`config.mk`:
```
export PLATFORM = sky130hd
export DESIGN_NAME = adder_tree_signed_pipelined
export DESIGN_NICKNAME = d
export VERILOG_FILES = /design/src/rtl/adder_tree_signed_pipelined.sv
export SDC_FILE = /design/constraint.sdc
export NUM_CORES = 1
export LEC_CHECK = 0
export CAP_MARGIN = 20
export CORE_MARGIN = 2
export CORE_UTILIZATION = 53
export CTS_CLUSTER_SIZE = 24
export DETAILED_ROUTE_END_ITERATION = 16
export HOLD_SLACK_MARGIN = 0.12
export PLACE_DENSITY = 0.78
export SYNTH_ARGS = -nofsm -noshare
export SYNTH_HDL_FRONTEND = slang
export SYNTH_SLANG_ARGS = --single-unit
export TNS_END_PERCENT = 50
```
`constraint.sdc`:
```
create_clock -name clk -period 3.33 [get_ports clk]
set_input_delay 0.333 -clock clk [delete_from_list [all_inputs] [get_ports clk]]
set_output_delay 0.333 -clock clk [all_outputs]
set_load 0.01 [all_outputs]
```
`src/rtl/adder_tree_signed_pipelined.sv`:
```
`default_nettype none
// ============================================================================
// Module      : adder_tree_signed_pipelined
// Description : Pipelined signed adder tree, one register level per tree
//               level, followed by a frame accumulator closed by in_last.
// Revision    : 1.0 - initial release
// ============================================================================
module adder_tree_signed_pipelined #(
    parameter int WIDTH     = 4,
    parameter int N_INPUTS  = 16,
    parameter int ACC_EXTRA = 4,
    parameter int LEVELS     = $clog2(N_INPUTS),
    parameter int TREE_WIDTH = WIDTH + LEVELS,
    parameter int OUT_WIDTH  = TREE_WIDTH + ACC_EXTRA
) (
    input  logic                        clk,
    input  logic                        rst,
    input  logic [N_INPUTS*WIDTH-1:0]   in,
    input  logic                        in_valid,
    input  logic                        in_last,
    output logic [OUT_WIDTH-1:0]        out,
    output logic                        out_valid
);

    logic [LEVELS-1:0]     r_vld;
    logic [LEVELS-1:0]     r_lst;
    logic [TREE_WIDTH-1:0] w_tree;
    logic [OUT_WIDTH-1:0]  w_s;
    logic [OUT_WIDTH-1:0]  w_acc_next;
    logic [OUT_WIDTH-1:0]  r_acc;
    logic [OUT_WIDTH-1:0]  r_out;
    logic                  r_out_valid;
    logic                  r_open;

    genvar k;
    generate
        for (k = 1; k <= LEVELS; k++) begin : g_level
            localparam int LW = WIDTH + k;
            localparam int LN = N_INPUTS >> k;

            logic [LN*LW-1:0]       r_bus;
            logic [2*LN*(LW-1)-1:0] w_prev;

            if (k == 1) begin : g_leaf
                assign w_prev = in;
            end else begin : g_inner
                assign w_prev = g_level[k-1].r_bus;
            end

            // Each pair is sign-extended by one bit, so the sum is exact.
            always_ff @(posedge clk) begin
                if (rst) begin
                    r_bus <= '0;
                end else begin
                    for (int j = 0; j < LN; j++) begin
                        r_bus[j*LW +: LW] <= LW'($signed(w_prev[(2*j)*(LW-1) +: LW-1]))
                                           + LW'($signed(w_prev[(2*j+1)*(LW-1) +: LW-1]));
                    end
                end
            end
        end
    endgenerate

    always_ff @(posedge clk) begin
        if (rst) begin
            r_vld <= '0;
            r_lst <= '0;
        end else begin
            r_vld <= (r_vld << 1) | LEVELS'(in_valid);
            r_lst <= (r_lst << 1) | LEVELS'(in_valid & in_last);
        end
    end

    assign w_tree     = g_level[LEVELS].r_bus;
    assign w_s        = OUT_WIDTH'($signed(w_tree));
    assign w_acc_next = r_open ? (r_acc + w_s) : w_s;

    // A closed frame restarts from the incoming beat, never from the old acc.
    always_ff @(posedge clk) begin
        if (rst) begin
            r_acc       <= '0;
            r_out       <= '0;
            r_out_valid <= 1'b0;
            r_open      <= 1'b0;
        end else begin
            r_out_valid <= 1'b0;
            if (r_vld[LEVELS-1]) begin
                r_acc <= w_acc_next;
                if (r_lst[LEVELS-1]) begin
                    r_out       <= w_acc_next;
                    r_out_valid <= 1'b1;
                    r_open      <= 1'b0;
                end else begin
                    r_open      <= 1'b1;
                end
            end
        end
    end

    assign out       = r_out;
    assign out_valid = r_out_valid;

endmodule
`default_nettype wire

```
* Word-level counts from Yosys, hierarchy flattened
Cells that the tools add are included.
W data, S select, Z words.
** Word-level totals
- Flip-flop bits (word level) :: 120
- Bits of input ports :: 68
** Operators by class
- $add $sub $neg :: 16
- Multiplexer cells :: 3
- Bitwise operators :: 4
- Reduce and logical (&&, ||, !) cells :: 2
** Operators by type and width (number)
- $add A4 B4 Y5 :: 8
- $add A5 B5 Y6 :: 4
- $add A6 B6 Y7 :: 2
- $add A12 B12 Y12 :: 1
- $mux W12 :: 1
- $add A7 B7 Y8 :: 1
- $or A4 B1 Y4 :: 2
- $mux W1 :: 2
- $reduce_and A2 Y1 :: 1
- $reduce_or A2 Y1 :: 1
- $and A1 B1 Y1 :: 1
- $not A1 Y1 :: 1

* Logic depth before layout (Yosys ltp)
- Depth after elaboration :: 2
- Mapped depth :: 9
- Gate-level depth less buffers :: 9

* Worst setup path before layout
OpenSTA, ideal clock, no wires.
- Kind :: reg-to-reg
- Start point :: reg g_level[4].r_bus[7]
- End point :: reg r_acc[11]
- Library setup time :: 0.134 ns
- Arrival :: 1.969 ns
- Data required time :: 3.196 ns
- Path slack :: 1.227 ns
- Stages on the path, launching flop included :: 7
- Path buffers :: 0
- Clock period less this slack :: 2.103 ns
- Path through :: dfxtp_1 -> ha_1 -> a21o_1 -> a21o_1 -> a211oi_2 -> a2111oi_0 -> or4_1
** Between the ends
- Longest elaborated chain between the ends :: 2
** Ends and longest elaborated chain
- start: declaration :: RTL line 41 : logic [LN*LW-1:0] r_bus;
- start signal: indexed assignment :: RTL line 56 : r_bus[j*LW +: LW] <= LW'($signed(w_prev[(2*j)*(LW-1) +: LW-1]))
- $add A12 B12 Y12 :: RTL line 76 : assign w_acc_next = r_open ? (r_acc + w_s) : w_s;
- $mux W12 (*) :: RTL line 76
- end signal: assignment :: RTL line 88 : r_acc <= w_acc_next;
- end: declaration :: RTL line 30 : logic [OUT_WIDTH-1:0] r_acc;
Every way passes the cells marked *; elsewhere a longest branch is shown, timed or not.
A chain may end at the register's enable or synchronous reset.

* Worst setup path in the final report
Ends and elaborated chain as after synthesis.

==> results.yml <==
yosys:
  count_of_flip_flops_with_a_built_in_enable_after_synthesis: 0
  synth_seq_cells: 120
  synth_top_area_cell: "dfxtp_1"
  avg_cell_area_syn_um2: 9.88
  yosysUniqueCellTypes: 49
  synth_nets: 785
  synth_top_cells_by_area: "dfxtp_1, ha_1, fa_1, nor2b_1, nor2_1"
  synth_sequential_area_ratio: 0.393
  syn_inst: 619
  summed_instance_area_of_the_synthesized_netlist_mm2: 0.00612
  async_flop_share: 0
  synth_largest_type_area_fraction: 0.393
  yosysWarningCount: 0
  synth_flop_cell: "dfxtp_1"
place:
  io_buffer_count: 80
  preCtsSetupSlack_ns: 0.982
  dpl.hpwl_um: 8470
  post_dp_cell_area_mm2: 0.00703
  number_of_instances_in_the_placed_design: 825
  gp_congestion: 0.838
power_and_ir_drop:
  share_comb_of_total_power: 0.184
  p_clk_frac: 0.445
  cellLeakagePower_nw: 3.37
  power_density_mw_per_mm2: 586
  p_int_mw: 3.40
  design_power_total_mw: 4.51
  power.net_switching_mw: 1.11
  vdd.ir_drop.worst_mv: 0.487
  switching_portion_of_total_power: 0.247
  power.share.sequential: 0.371
detailed_routing:
  remaining_drc_errors: 0
  route.vias.total: 4615
  final_antenna_net_count: 0
  detailedRoute.firstIterationViolations: 254
  routed_wire_length_per_instance_um: 13.5
  finalWirelength_um: 11600
  detailedRoute.firstPassIterationCount: 5
  route.detailed.vias_per_inst: 5.39
clock_network:
  cts-root-buf: "clkbuf_16"
  postCtsSetupBuffers: 0
  cts_made_buffers: 17
  cts_h_tree_lvls: 4
  tritoncts_clock_tree: "done"
  insertion_delay_ns: 0.41
  clock_sink_count: 120
  cts_max_path_buffers: 2
  clk_pin_slew_worst_paths_ns: 0.05
  cts_hold_buffers: 0
  postCtsResizedCells: 0
floorplan:
  placeableCoreArea_mm2: 0.0113
  dieHeight_um: 111
  die_width_um: 111
  start_util: 0.540
  die_area_mm2: 0.0124
  io_pins: 81
  core.rowCount: 39
timing:
  tightestPinTransition_ns: 0.984
  final.min_clock_period_ns: 2.40
  final_report_hold_violation_count: 0
  finalSetupTns_ns: 0
  finalSetupViolCount: 0
  rsz0062_at_grt: "false"
  slew_headroom: 0.343
  final_critical_path_setup_slack_ns: 0.931
  min_period_over_period: 0.720
  slew_viol_final: 0
  clock.fmax_mhz: 417
  final.hold.worst_slack_ns: 0.300
  timing.clock.skew_ns: 0.00644
setup_path:
  cp_num_cells: 6
  crit_path_dat_ns: 2.67
  timing.critical_path.to: "r_acc[11]"
  crit_top_cell: "a21o_1"
  reg2reg_depth: 6
  worst_path_max_delay_cell: "dfxtp_1"
  timing.rr.end: "r_acc[11]"
  chain_of_cells_forming_the_critical_path: "ha_1 > a21o_1 > a21o_1 > a211oi_2 > a2111oi_0 > or4_1"
  cpLargestDelayFamily: "compound AO/OA/AOI/OAI gates"
  crit_buf_inv: 0
  critical_path_source_type: "flop"
  worst_r2r_startpoint: "g_level[4].r_bus[7]"
  timing.critical_path.slowest_cell_delay_ns: 0.54
  critical_path_class: "reg2reg"
  cp-startpoint: "g_level[4].r_bus[7]"
  reg2reg_setup_slack_ns: 0.93
  timing.critical_path.fanout_max: 11
  critical_path_required_ns: 3.60
  worst_setup_path_end_kind: "flop"
grt:
  grt_use_total: 0.198
  grt_pass1_vias: 4881
  grt_start_max_net_pins: 87
  number_of_antenna_violations_at_the_first_check_in_global_routing: 0
  grt_remaining_overflow: 0
  grt_pass1_wl_um: 20200
layout:
  layout.cells.most_common: "dfxtp_1"
  layout.cells.most_common_list: "dfxtp_1, ha_1, clkdlybuf4s50_1, nor2_1"
  finish.net_count: 867
  final_core_utilization: 0.680
  synthToLayoutAreaGrowth_pct: 25.8
  final_cell_area_mm2: 0.00769
  drive_above_1_share: 0.0574
  stdcell_count: 857
  number_of_antenna_diodes: 0
  n_fill_cell: 888
run:
  maxCapViolations: 0
hold_path:
  hold_class: "in2reg"
outcome:
  outcome: "finished clean"
## cell type report
class,instances,area (µm²),area share
Sequential cell,120,2400,0.312
Clock inverter,12,196,0.0255
Timing Repair Buffer,81,806,0.105
Inverter,22,82.6,0.0107
Tap cell,143,179,0.0233
Clock buffer,20,467,0.0607
Multi-Input combinational cell,459,3560,0.463
## worst min-delay path by stage
stage	start	endpoint	depth (start not counted)
final	rst	r_vld[2]	2
after global routing	rst	r_vld[2]	2
after CTS	rst	r_vld[2]	2
after detailed placement	r_vld[2]	r_vld[3]	1
after global placement	r_vld[2]	r_vld[3]	1
after floorplan	r_lst[0]	r_lst[1]	1
## cells in the mapped netlist (all sizes together), types with 3 or more instances
| library cell | n |
|---|---|
| nor2b | 48 |
| buf | 6 |
| clkbuf | 12 |
| o21bai | 5 |
| nor3 | 9 |
| o21a | 3 |
| dfxtp | 120 |
| xnor2 | 28 |
| inv | 22 |
| mux2i | 7 |
| fa | 16 |
| a211oi | 15 |
| nand3 | 5 |
| o21ai | 19 |
| nor2 | 72 |
| nand2 | 20 |
| a2111oi | 9 |
| ha | 82 |
| o211ai | 4 |
| a21oi | 49 |
| a21o | 22 |
| xor2 | 15 |
| nand2b | 5 |
## layer usage
layer | wire (µm) | track usage
met4 | 180 | 0.0905
met2 | 6380 | 0.388
met5 | 0 | 0
met3 | 412 | 0.0419
met1 | 4630 | 0.199
## logic make-up after synthesis
logic type / synth area share
buffers and inverters: 0.0248
XOR/XNOR: 0.0616
flip-flops: 0.393
AO/OA/AOI/OAI: 0.146
adder cells (fa/ha/maj): 0.220
AND/OR/NAND/NOR: 0.141
multiplexers: 0.0133
## sequential cells by signal, indices dropped and copies added (netlist names)
register       count
g_level.r_bus     86
out               12
out_valid          1
r_acc             12
r_lst              4
r_open             1
r_vld              4
## power by group through the flow
| stage | combinational (mW) | clock, mW | sequential, mW |
|---|---|---|---|
| 2_1_floorplan | 0.603 | 0 | 1.68 |
| 3_3_place_gp | 0.771 | 0 | 1.70 |
| 3_5_place_dp | 0.815 | 0 | 1.70 |
| 4_1_cts | 0.836 | 2.03 | 1.68 |
| 5_1_grt | 0.941 | 2.10 | 1.69 |
| 6_report | 0.828 | 2.01 | 1.68 |
(Power assumes the default switching activity.)
